[src/rtl/fetch_queue.sv]
// Instruction fetch front end: issues PC reads to synchronous imem and buffers {instr, pc} for decode.
// Optional same-cycle bypass of returning data when the queue is empty: define FETCH_BYPASS_EN.
module fetch_queue #(
  parameter int DEPTH = 4,
  parameter int AW    = 16,
  parameter int IW    = 16
) (
  input  logic          clk,
  input  logic          rst,
  input  logic [AW-1:0] pc_in,
  input  logic          redirect,
  output logic          pc_stall,
  output logic          imem_en,
  output logic [AW-1:0] imem_addr,
  input  logic [IW-1:0] imem_data,
  output logic          instr_valid,
  input  logic          instr_ready,
  output logic [IW-1:0] instr_out,
  output logic [AW-1:0] instr_pc_out
);

  localparam int PW = (DEPTH > 1) ? $clog2(DEPTH) : 1;
  localparam int CW = $clog2(DEPTH + 1);
  localparam logic [CW:0] DEPTH_C = (CW + 1)'(DEPTH);

  logic [IW-1:0] store_instr [DEPTH];
  logic [AW-1:0] store_pc    [DEPTH];
  logic [PW-1:0] rd_ptr;
  logic [PW-1:0] wr_ptr;
  logic [CW-1:0] count;
  logic          req_v;
  logic [AW-1:0] req_pc;

  logic [CW:0]   credits;
  logic          issue_ok;
  logic          head_v;
  logic          push;
  logic          pop;

  // An in-flight read already owns a slot, so it is counted as a credit.
  assign credits   = {1'b0, count} + {{CW{1'b0}}, req_v};
  assign issue_ok  = (credits < DEPTH_C);
  assign pc_stall  = ~issue_ok;
  assign imem_en   = issue_ok & ~redirect;
  assign imem_addr = pc_in;
  assign head_v    = (count != {CW{1'b0}});
  assign pop       = head_v & instr_ready & ~redirect;

`ifdef FETCH_BYPASS_EN
  logic bypass;
  assign bypass = ~head_v & req_v & ~redirect;
  // A bypassed entry that decode takes immediately is never written.
  assign push   = req_v & ~redirect & ~(bypass & instr_ready);

  // Head selection: storage first, then returning data when empty.
  always_comb begin
    instr_valid  = head_v | bypass;
    instr_out    = {IW{1'b0}};
    instr_pc_out = {AW{1'b0}};
    if (head_v) begin
      instr_out    = store_instr[rd_ptr];
      instr_pc_out = store_pc[rd_ptr];
    end else if (bypass) begin
      instr_out    = imem_data;
      instr_pc_out = req_pc;
    end else begin
      instr_out    = {IW{1'b0}};
      instr_pc_out = {AW{1'b0}};
    end
  end
`else
  assign push = req_v & ~redirect;

  // Head selection from storage only; zero when empty.
  always_comb begin
    instr_valid  = head_v;
    instr_out    = {IW{1'b0}};
    instr_pc_out = {AW{1'b0}};
    if (head_v) begin
      instr_out    = store_instr[rd_ptr];
      instr_pc_out = store_pc[rd_ptr];
    end else begin
      instr_out    = {IW{1'b0}};
      instr_pc_out = {AW{1'b0}};
    end
  end
`endif

  // Control state: in-flight stage, pointers and occupancy.
  always_ff @(posedge clk) begin
    if (rst) begin
      count  <= {CW{1'b0}};
      rd_ptr <= {PW{1'b0}};
      wr_ptr <= {PW{1'b0}};
      req_v  <= 1'b0;
      req_pc <= {AW{1'b0}};
    end else if (redirect) begin
      count  <= {CW{1'b0}};
      rd_ptr <= {PW{1'b0}};
      wr_ptr <= {PW{1'b0}};
      req_v  <= 1'b0;
    end else begin
      req_v <= imem_en;
      if (imem_en) begin
        req_pc <= pc_in;
      end
      if (push) begin
        wr_ptr <= wr_ptr + PW'(1);
      end
      if (pop) begin
        rd_ptr <= rd_ptr + PW'(1);
      end
      case ({push, pop})
        2'b10:   count <= count + CW'(1);
        2'b01:   count <= count - CW'(1);
        default: count <= count;
      endcase
    end
  end

  // Entry storage; contents need no reset since count gates visibility.
  always_ff @(posedge clk) begin
    if (push & ~rst) begin
      store_instr[wr_ptr] <= imem_data;
      store_pc[wr_ptr]    <= req_pc;
    end
  end

endmodule

[config.mk]
export PLATFORM = sky130hd
export DESIGN_NAME = fetch_queue
export DESIGN_NICKNAME = d
export VERILOG_FILES = /design/src/rtl/fetch_queue.sv
export SDC_FILE = /design/constraint.sdc
export NUM_CORES = 1
export LEC_CHECK = 0
export ABC_AREA = 1
export CAP_MARGIN = 20
export CORE_MARGIN = 1.5
export CORE_UTILIZATION = 59
export CTS_CLUSTER_DIAMETER = 200
export CTS_CLUSTER_SIZE = 8
export DETAILED_ROUTE_END_ITERATION = 10
export PLACE_DENSITY = 0.85
export SETUP_SLACK_MARGIN = 0.4
export SLEW_MARGIN = 25
export SYNTH_ARGS = -nofsm -noshare
export SYNTH_HDL_FRONTEND = slang
export SYNTH_SLANG_ARGS = --single-unit
[constraint.sdc]
create_clock -name clk -period 4.9 [get_ports clk]
set_input_delay 0.98 -clock clk [delete_from_list [all_inputs] [get_ports clk]]
set_output_delay 0.98 -clock clk [all_outputs]
set_load 0.01 [all_outputs]
* After elaboration in Yosys (flattened, before gate mapping)
Memory sizes are Yosys's and may differ from the RTL's. A register that Yosys moved wholly into a read port is not among the register bits.
Index checks and enable logic that the tools add are counted.
** Cells by class
- Eq/ne operators :: 2
- $add $sub $neg :: 5
- Reductions and logical operators :: 4
- Mux-type cells :: 9
- Bitwise logic cells :: 8
- Magnitude comparators :: 1
** Operators by type and width (count)
- 16-bit two-way mux :: 2
- 2-bit two-way mux :: 4
- 3-bit one-hot mux with 2 select lines :: 1
- 1-bit bitwise AND :: 5
- 2-bit by 1-bit adder with 2-bit output, second input constant :: 2
- 3-bit by 1-bit adder with 4-bit output :: 1
- 4-bit by 3-bit < comparator with 1-bit output, second input constant :: 1
- 3-bit by 1-bit adder with 3-bit output, second input constant :: 1
- 1-bit inverter :: 3
- 3-bit nonzero test :: 1
- 3-bit by 1-bit subtractor with 3-bit output, second input constant :: 1
- 2-bit by 1-bit == test with 1-bit output, second input constant :: 1
- 2-bit == test, second input constant :: 1
- 1-bit two-way mux :: 2
- 2-bit AND reduction :: 1
- 2-bit nonzero test :: 1
- 2-bit OR reduction :: 1
** Storage, ports and cells
- Bits in registers :: 24
- Memories :: 2
- Input bits :: 36
- RAM bits :: 128
- Output and inout port bits :: 51
** Memory list
- store_instr :: words 4, width 16, rd ports 1, clocked after Yosys merged registers in 1, write ports 1, RTL line 26 : logic [IW-1:0] store_instr [DEPTH];
- store_pc :: words 4, width 16, rd ports 1, clocked after Yosys merged registers in 1, write ports 1, RTL line 27 : logic [AW-1:0] store_pc [DEPTH];

* Logic depth before layout (Yosys ltp)
Gate-level depths: netlist (run 1).
- Depth in word-level cells :: 5
- Gate-level depth with buffers :: 13

* Worst setup path after synthesis (run 1)
OpenSTA, ideal clock, no wires.
- Kind :: input to register
- From :: in redirect
- To :: mem store_instr[0][0] (enable)
- Stages on the path :: 3
- Setup time :: 0.421 ns
- Arrival time :: 2.776 ns
- Setup slack :: 1.703 ns
- Data required time :: 4.479 ns
- Cell sequence :: nor2_1 -> nand2_1 -> nor2_1
** Between the ends
- Word-level cells in the longest chain between the ends :: 5
** RTL lines
- start, declared :: RTL line 11 : input logic redirect,
- 1-bit inverter (no source line)
- 1-bit bitwise AND :: RTL line 72 : assign push = req_v & ~redirect;
- 1-bit bitwise AND :: RTL line 123 : if (push & ~rst) begin
- 1-bit two-way mux :: RTL line 123
- 1-bit two-way mux (implied by the code) :: RTL line 124 : store_instr[wr_ptr] <= imem_data;
- end, declared :: RTL line 26
No other way between the ends.

==> results.json, run 1 <==
{
  "synth-xor-area-share": 0,
  "hold_depth": 2,
  "crit_arrival_ns": 2.75,
  "via_per_inst": 5.46,
  "synth_cell_type_count": 17,
  "ios": 87,
  "rrSetupSlack_ns": 3.01,
  "clock_path_buffers": 2,
  "synth_nets": 615,
  "cts_hold_buf": 0,
  "dp_hpwl_mm": 7.08,
  "nFillCells": 650,
  "powerDensity_nw_per_um2": 378,
  "leakage_nw": 2.77,
  "setup_tns_ns": 0,
  "synth-simple-area-share": 0.135,
  "min_path_type": "reg -> reg",
  "worstHoldEndpoint": "rd_ptr[1]$_SDFFE_PP0P_",
  "synthAdderAreaFrac": 0.0132,
  "period_needed_ns": 3.73,
  "grt_pass1_wl_mm": 20.1,
  "power_w": 0.00289,
  "die_y_um": 106,
  "antenna_found_initial": 0,
  "syn_to_final_growth_pct": 22.3,
  "rsz0062_at_grt": "no",
  "avgRoutedWirePerCell_um": 16.2,
  "drt_iter0_drc": 432,
  "grt_max_degree": 65,
  "cts_htree_levels": 4,
  "drive_above_1_share": 0.0630,
  "status": "completed",
  "syn_area_per_cell_um2": 10.9,
  "peakVddDrop_mv": 0.282,
  "post_cts_buffers": 0,
  "antenna_left": 0,
  "portBuffers": 86,
  "drv_slew": 0,
  "startpoint_type": "flip-flop",
  "ys_seq_area_frac": 0.697,
  "netlist_area_um2": 6260,
  "grt_overflow": 0,
  "rows": 37,
  "hold_start": "rd_ptr[1]$_SDFFE_PP0P_",
  "worstReg2RegEnd": "store_pc[0][1]$_DFFE_PP_",
  "drv_cap": 0,
  "grt.total_usage": 0.237,
  "synth-warning-count": 0,
  "synthMuxAreaShare": 0,
  "rr_worst_depth": 2,
  "cp_max_fo": 64,
  "die-area_um2": 11200,
  "place.gp.congestion": 0.715,
  "setup_viol_count_final": 0,
  "wl_mm": 12.8,
  "end_kind": "output pin",
  "regToRegStartpoint": "req_v$_SDFF_PP0_",
  "required_ns": 3.92,
  "synth_compound_area_frac": 0.0839,
  "maxSlewHeadroom": 0.314,
  "diodes": 0,
  "coreArea_um2": 10300,
  "ys_ff_latch": 154,
  "die_w_um": 106,
  "path_clk_slew_ns": 0.06,
  "dr.pass1.iters": 5,
  "nNetsFinal": 680,
  "root_buffer": "clkbuf_8",
  "ctsResizeCount": 0,
  "fin_crit_sh": 0.761,
  "clock_skew_ns": 0.00602,
  "crit_type": "reg -> out",
  "first_global_vias": 4179,
  "cts-buffers-inserted": 17,
  "clk_latency_ns": 0.53,
  "worst_pin_slew_ns": 1.03,
  "cts.sinks": 154,
  "finalHoldViolations": 0,
  "cts_tree": "built",
  "initial_core_util": 0.607,
  "drc": 0,
  "max_freq_mhz": 268,
  "num_vias": 4295,
  "netlist_instances": 573,
  "synth_top_family_by_area": "simple AND/OR/NAND/NOR gates"
}
[state kept, by name, summed over array words and instances, names as in the netlist, named ones only]
name         flops
wr_ptr           2
store_pc        64
req_v            1
rd_ptr           2
req_pc          16
store_instr     64
count            3
[metal layers]
metal / track usage / vias up / part of all wire
met5: 0 / - / 0
met4: 0.0956 / 0 / 0.020
met3: 0.0693 / 23 / 0.073
met2: 0.404 / 213 / 0.50
met1: 0.285 / 2029 / 0.41
li1: - / 2030 / -
[final cells by class]
cell class | count | area [um^2] | area share
clock buffer | 19 | 432 | 0.0564
clock inverter | 13 | 168 | 0.0219
inverter | 41 | 154 | 0.0201
multi-input combinational | 335 | 1490 | 0.194
sequential | 154 | 4370 | 0.570
tap | 136 | 170 | 0.0222
timing repair buffer | 89 | 883 | 0.115
[stage by stage]
stage / hold WS (ns) / cell area, um^2 / std cells / util / setup slack (ns)
floorplan: 0.460 / 6260 / 573 / - / 1.70
global placement: 0.467 / 7060 / 755 / 0.684 / 1.51
detailed placement: 0.482 / 7060 / 755 / 0.684 / 1.43
CTS: 0.497 / 7660 / 787 / 0.742 / 1.18
global route: 0.517 / 7660 / 787 / 0.742 / 1.03
finish: 0.501 / 7660 / 787 / 0.742 / 1.17
[cells by family after synthesis]
family                   after synthesis
buffers and inverters                 84
AO/OA/AOI/OAI                        105
flip-flops                           154
AND/OR/NAND/NOR                      224
adder cells (fa/ha/maj)                6
[placed cells by master (no fill, tap or decap)]
| master | n |
|---|---|
| inv_1 | 38 |
| dfxtp_1 | 25 |
| a21oi_1 | 37 |
| clkinv_4 | 3 |
| buf_4 | 3 |
| inv_6 | 2 |
| o21ai_1 | 38 |
| clkbuf_16 | 16 |
| nor2_1 | 170 |
| edfxtp_1 | 128 |
| bufinv_16 | 3 |
| dfxtp_2 | 1 |
| clkinvlp_4 | 4 |
| nor2_4 | 4 |
| fa_1 | 1 |
| o21ai_0 | 30 |
| clkbuf_8 | 2 |
| inv_2 | 3 |
| nand3_1 | 5 |
| clkbuf_1 | 1 |
| clkinv_1 | 1 |
| nand2_1 | 45 |
| clkdlybuf4s50_1 | 86 |
| ha_1 | 5 |
[critical path, cell delays in order, from the launching register on]
cell and delay (ns):
dfxtp_2 0.32, inv_2 0.73, o21ai_0 0.24, a21oi_1 0.30
clkdlybuf4s50_1 0.60
[Yosys cell counts (all sizes together)]
library cell  instances  area (um^2)
a21oi                37          185
edfxtp              128         3840
nor2                174          653
clkbuf                8         30.0
fa                    1         20.0
ha                    5         62.6
dfxtp                26          521
o21ai                68          340
buf                  35          260
inv                  41          154
nand2                45          169
nand3                 5         25.0
[worst max-delay path by stage]
stage | slack, ns | end | startpoint
global route | 1.03 | instr_pc_out[3] | flip-flop
CTS | 1.18 | instr_pc_out[3] | flip-flop
global placement | 1.51 | store_instr[3][5]$_DFFE_PP_ | redirect
finish | 1.17 | instr_pc_out[3] | flip-flop
detailed placement | 1.43 | store_instr[3][7]$_DFFE_PP_ | redirect
floorplan | 1.70 | store_instr[0][0]$_DFFE_PP_ | redirect
[report_power, final]
group	switching, W	internal, W
sequential	0.0000147	0.00144
clock	0.000508	0.000792
combinational	0.0000726	0.0000678
Note: power is estimated with default switching activity, not from simulation.
==> run 2: changes to the inputs <==
- CORE_UTILIZATION: 59 -> 49
- PLACE_DENSITY: 0.85 -> 0.76
- clock period: 4.9 -> 3.16 ns (I/O delays scaled with it)
==> run 2 against run 1 <==
Combinational power increased by 58%; via count shrank 4.2%; final area grew 3.6%; routed wire length fell by 0.82%; die area rose by 20%; register-to-register slack worse by 1.7 ns; utilization down 11 points.
==> results.json, run 2 (same netlist as run 1, synthesis figures left out) <==
{
  "period_needed_ns": 2.67,
  "cts-buffers-inserted": 17,
  "leakage_nw": 3.02,
  "fin_crit_sh": 0.844,
  "grt_overflow": 0,
  "cts_htree_levels": 4,
  "cts.sinks": 154,
  "power_frac_seq": 0.518,
  "die-area_um2": 13500,
  "min_path_type": "reg -> reg",
  "grt.busiest_layer": "met2",
  "peakVddDrop_mv": 0.433,
  "cts_hold_buf": 0,
  "coreArea_um2": 12600,
  "die_w_um": 116,
  "grt.total_usage": 0.200,
  "layout.cells.most_common_list": "nor2_1, edfxtp_1, clkdlybuf4s50_1",
  "required_ns": 2.53,
  "diodes": 0,
  "dr.pass1.iters": 4,
  "avgRoutedWirePerCell_um": 15.1,
  "use_met1": 0.243,
  "grtUsageMet2": 0.341,
  "nNetsFinal": 693,
  "clk_latency_ns": 0.41,
  "combPwrFrac": 0.051,
  "pwr-share-clk": 0.432,
  "dp_hpwl_mm": 7.20,
  "first_global_vias": 4134,
  "cts_tree": "built",
  "drt_iter0_drc": 349,
  "powerDensity_nw_per_um2": 548,
  "drc": 0,
  "power_switching_share": 0.203,
  "antenna_found_initial": 0,
  "setup_viol_count_final": 0,
  "clock_path_buffers": 2,
  "portBuffers": 86,
  "drive_above_1_share": 0.0889,
  "syn_to_final_growth_pct": 26.6,
  "drv_slew": 0,
  "root_buffer": "clkbuf_16",
  "rsz0062_at_grt": "no",
  "use_met3": 0.0575,
  "path_clk_slew_ns": 0.06,
  "setup_tns_ns": 0,
  "worst_pin_slew_ns": 0.570,
  "via_per_inst": 4.92,
  "finalHoldViolations": 0,
  "clock_skew_ns": 0.00648,
  "power.internal_w": 0.00346,
  "grt_pass1_wl_mm": 19.8,
  "crit_top_cell": "nor2_1",
  "path_cells": "buf_12, nor2_1, nor2_1, o21ai_1, a21oi_2, clkdlybuf4s50_1",
  "hold-worst-slack_ns": 0.498,
  "slowest_stage": "clkdlybuf4s50_1",
  "end_kind": "output pin",
  "crit_type": "reg -> out",
  "final_common_cell": "nor2_1",
  "antenna_left": 0,
  "die_y_um": 116,
  "startpoint_type": "flip-flop",
  "cp_max_fo": 26,
  "grt_max_degree": 39,
  "ios": 87,
  "num_vias": 4115,
  "max_freq_mhz": 375,
  "top_regs": "store_instr: 64 flops, store_pc: 64 flops, req_pc: 16 flops",
  "p_switching_w": 0.000884,
  "status": "completed",
  "drv_cap": 0,
  "rows": 41,
  "place.gp.congestion": 0.771,
  "maxSlewHeadroom": 0.620,
  "crit_arrival_ns": 2.04,
  "slowest_delay_ns": 0.56,
  "wl_mm": 12.6,
  "initial_core_util": 0.498
}
==> run 2: cell types whose count changed in the layout (fill, tap and decap cells not counted), sizes merged, moves of 2 or more <==
cell / before / now
clkbuf: 19 / 23
inv: 43 / 41
buf: 3 / 15
clkdlybuf4s50: 86 / 77
dlymetal6s2s: 0 / 9
bufinv: 3 / 1
==> run 2: area by class of cell <==
cell class | instances | area (um^2)
fill | 980 | 4640
sequential | 154 | 4370
multi-input combinational | 335 | 1510
timing repair buffer | 102 | 1120
clock buffer | 22 | 464
tap | 172 | 215
inverter | 41 | 165
clock inverter | 10 | 93.8
==> run 2: final timing paths <==
path / start / endpoint / slack [ns] / depth (start not counted)
setup / recovery: flip-flop / instr_pc_out[11] / 0.49 / 6
hold / removal: req_pc[5]$_SDFFE_PP0P_ / store_pc[3][5]$_DFFE_PP_ / 0.50 / 0
setup reg to reg: count[0]$_SDFFE_PP0P_ / count[2]$_SDFFE_PP0P_ / 1.35 / 13
hold reg to reg: req_pc[5]$_SDFFE_PP0P_ / store_pc[3][5]$_DFFE_PP_ / 0.50 / 0
==> run 2: what timing repair did <==
| action | 4_1_cts | 5_1_grt |
|---|---|---|
| gates resized for setup | 9 | 19 |
| gates cloned | 0 | 1 |
| setup buffers | 2 | 0 |
| endpoints found under the setup margin | 32 | 32 |
==> run 2: metal layers <==
layer	wire length, um	up-vias	part of all wire
li1	-	2063	-
met1	5160	1896	0.41
met2	6400	145	0.51
met3	919	11	0.073
met4	167	0	0.013
met5	0	-	0
==> run 2: critical path: cells and delay by family (launching register included) <==
kind / cells / cell delay (ns)
buffers and inverters: 2 / 0.75
AND/OR/NAND/NOR: 2 / 0.15
flip-flops: 1 / 0.45
AO/OA/AOI/OAI: 2 / 0.27
==> run 2: power groups by stage <==
stage	Sequential [W]	Clock (W)	Combinational (W)
after floorplan	0.00229	0	0.000105
after global placement	0.00229	0	0.000216
after detailed placement	0.00229	0	0.000219
after CTS	0.00225	0.00190	0.000223
after global routing	0.00225	0.00199	0.000246
final	0.00225	0.00188	0.000221
==> run 2: per-stage QoR <==
step / utilization / setup slack (ns) / cells / power [W] / area, um^2
final: 0.631 / 0.492 / 836 / 0.00435 / 7930
after CTS: 0.624 / 0.359 / 835 / 0.00438 / 7850
after floorplan: - / 0.311 / 573 / 0.00239 / 6260
after global placement: 0.576 / 0.556 / 801 / 0.00250 / 7240
after detailed placement: 0.576 / 0.566 / 801 / 0.00251 / 7240
after global routing: 0.631 / 0.391 / 836 / 0.00449 / 7930
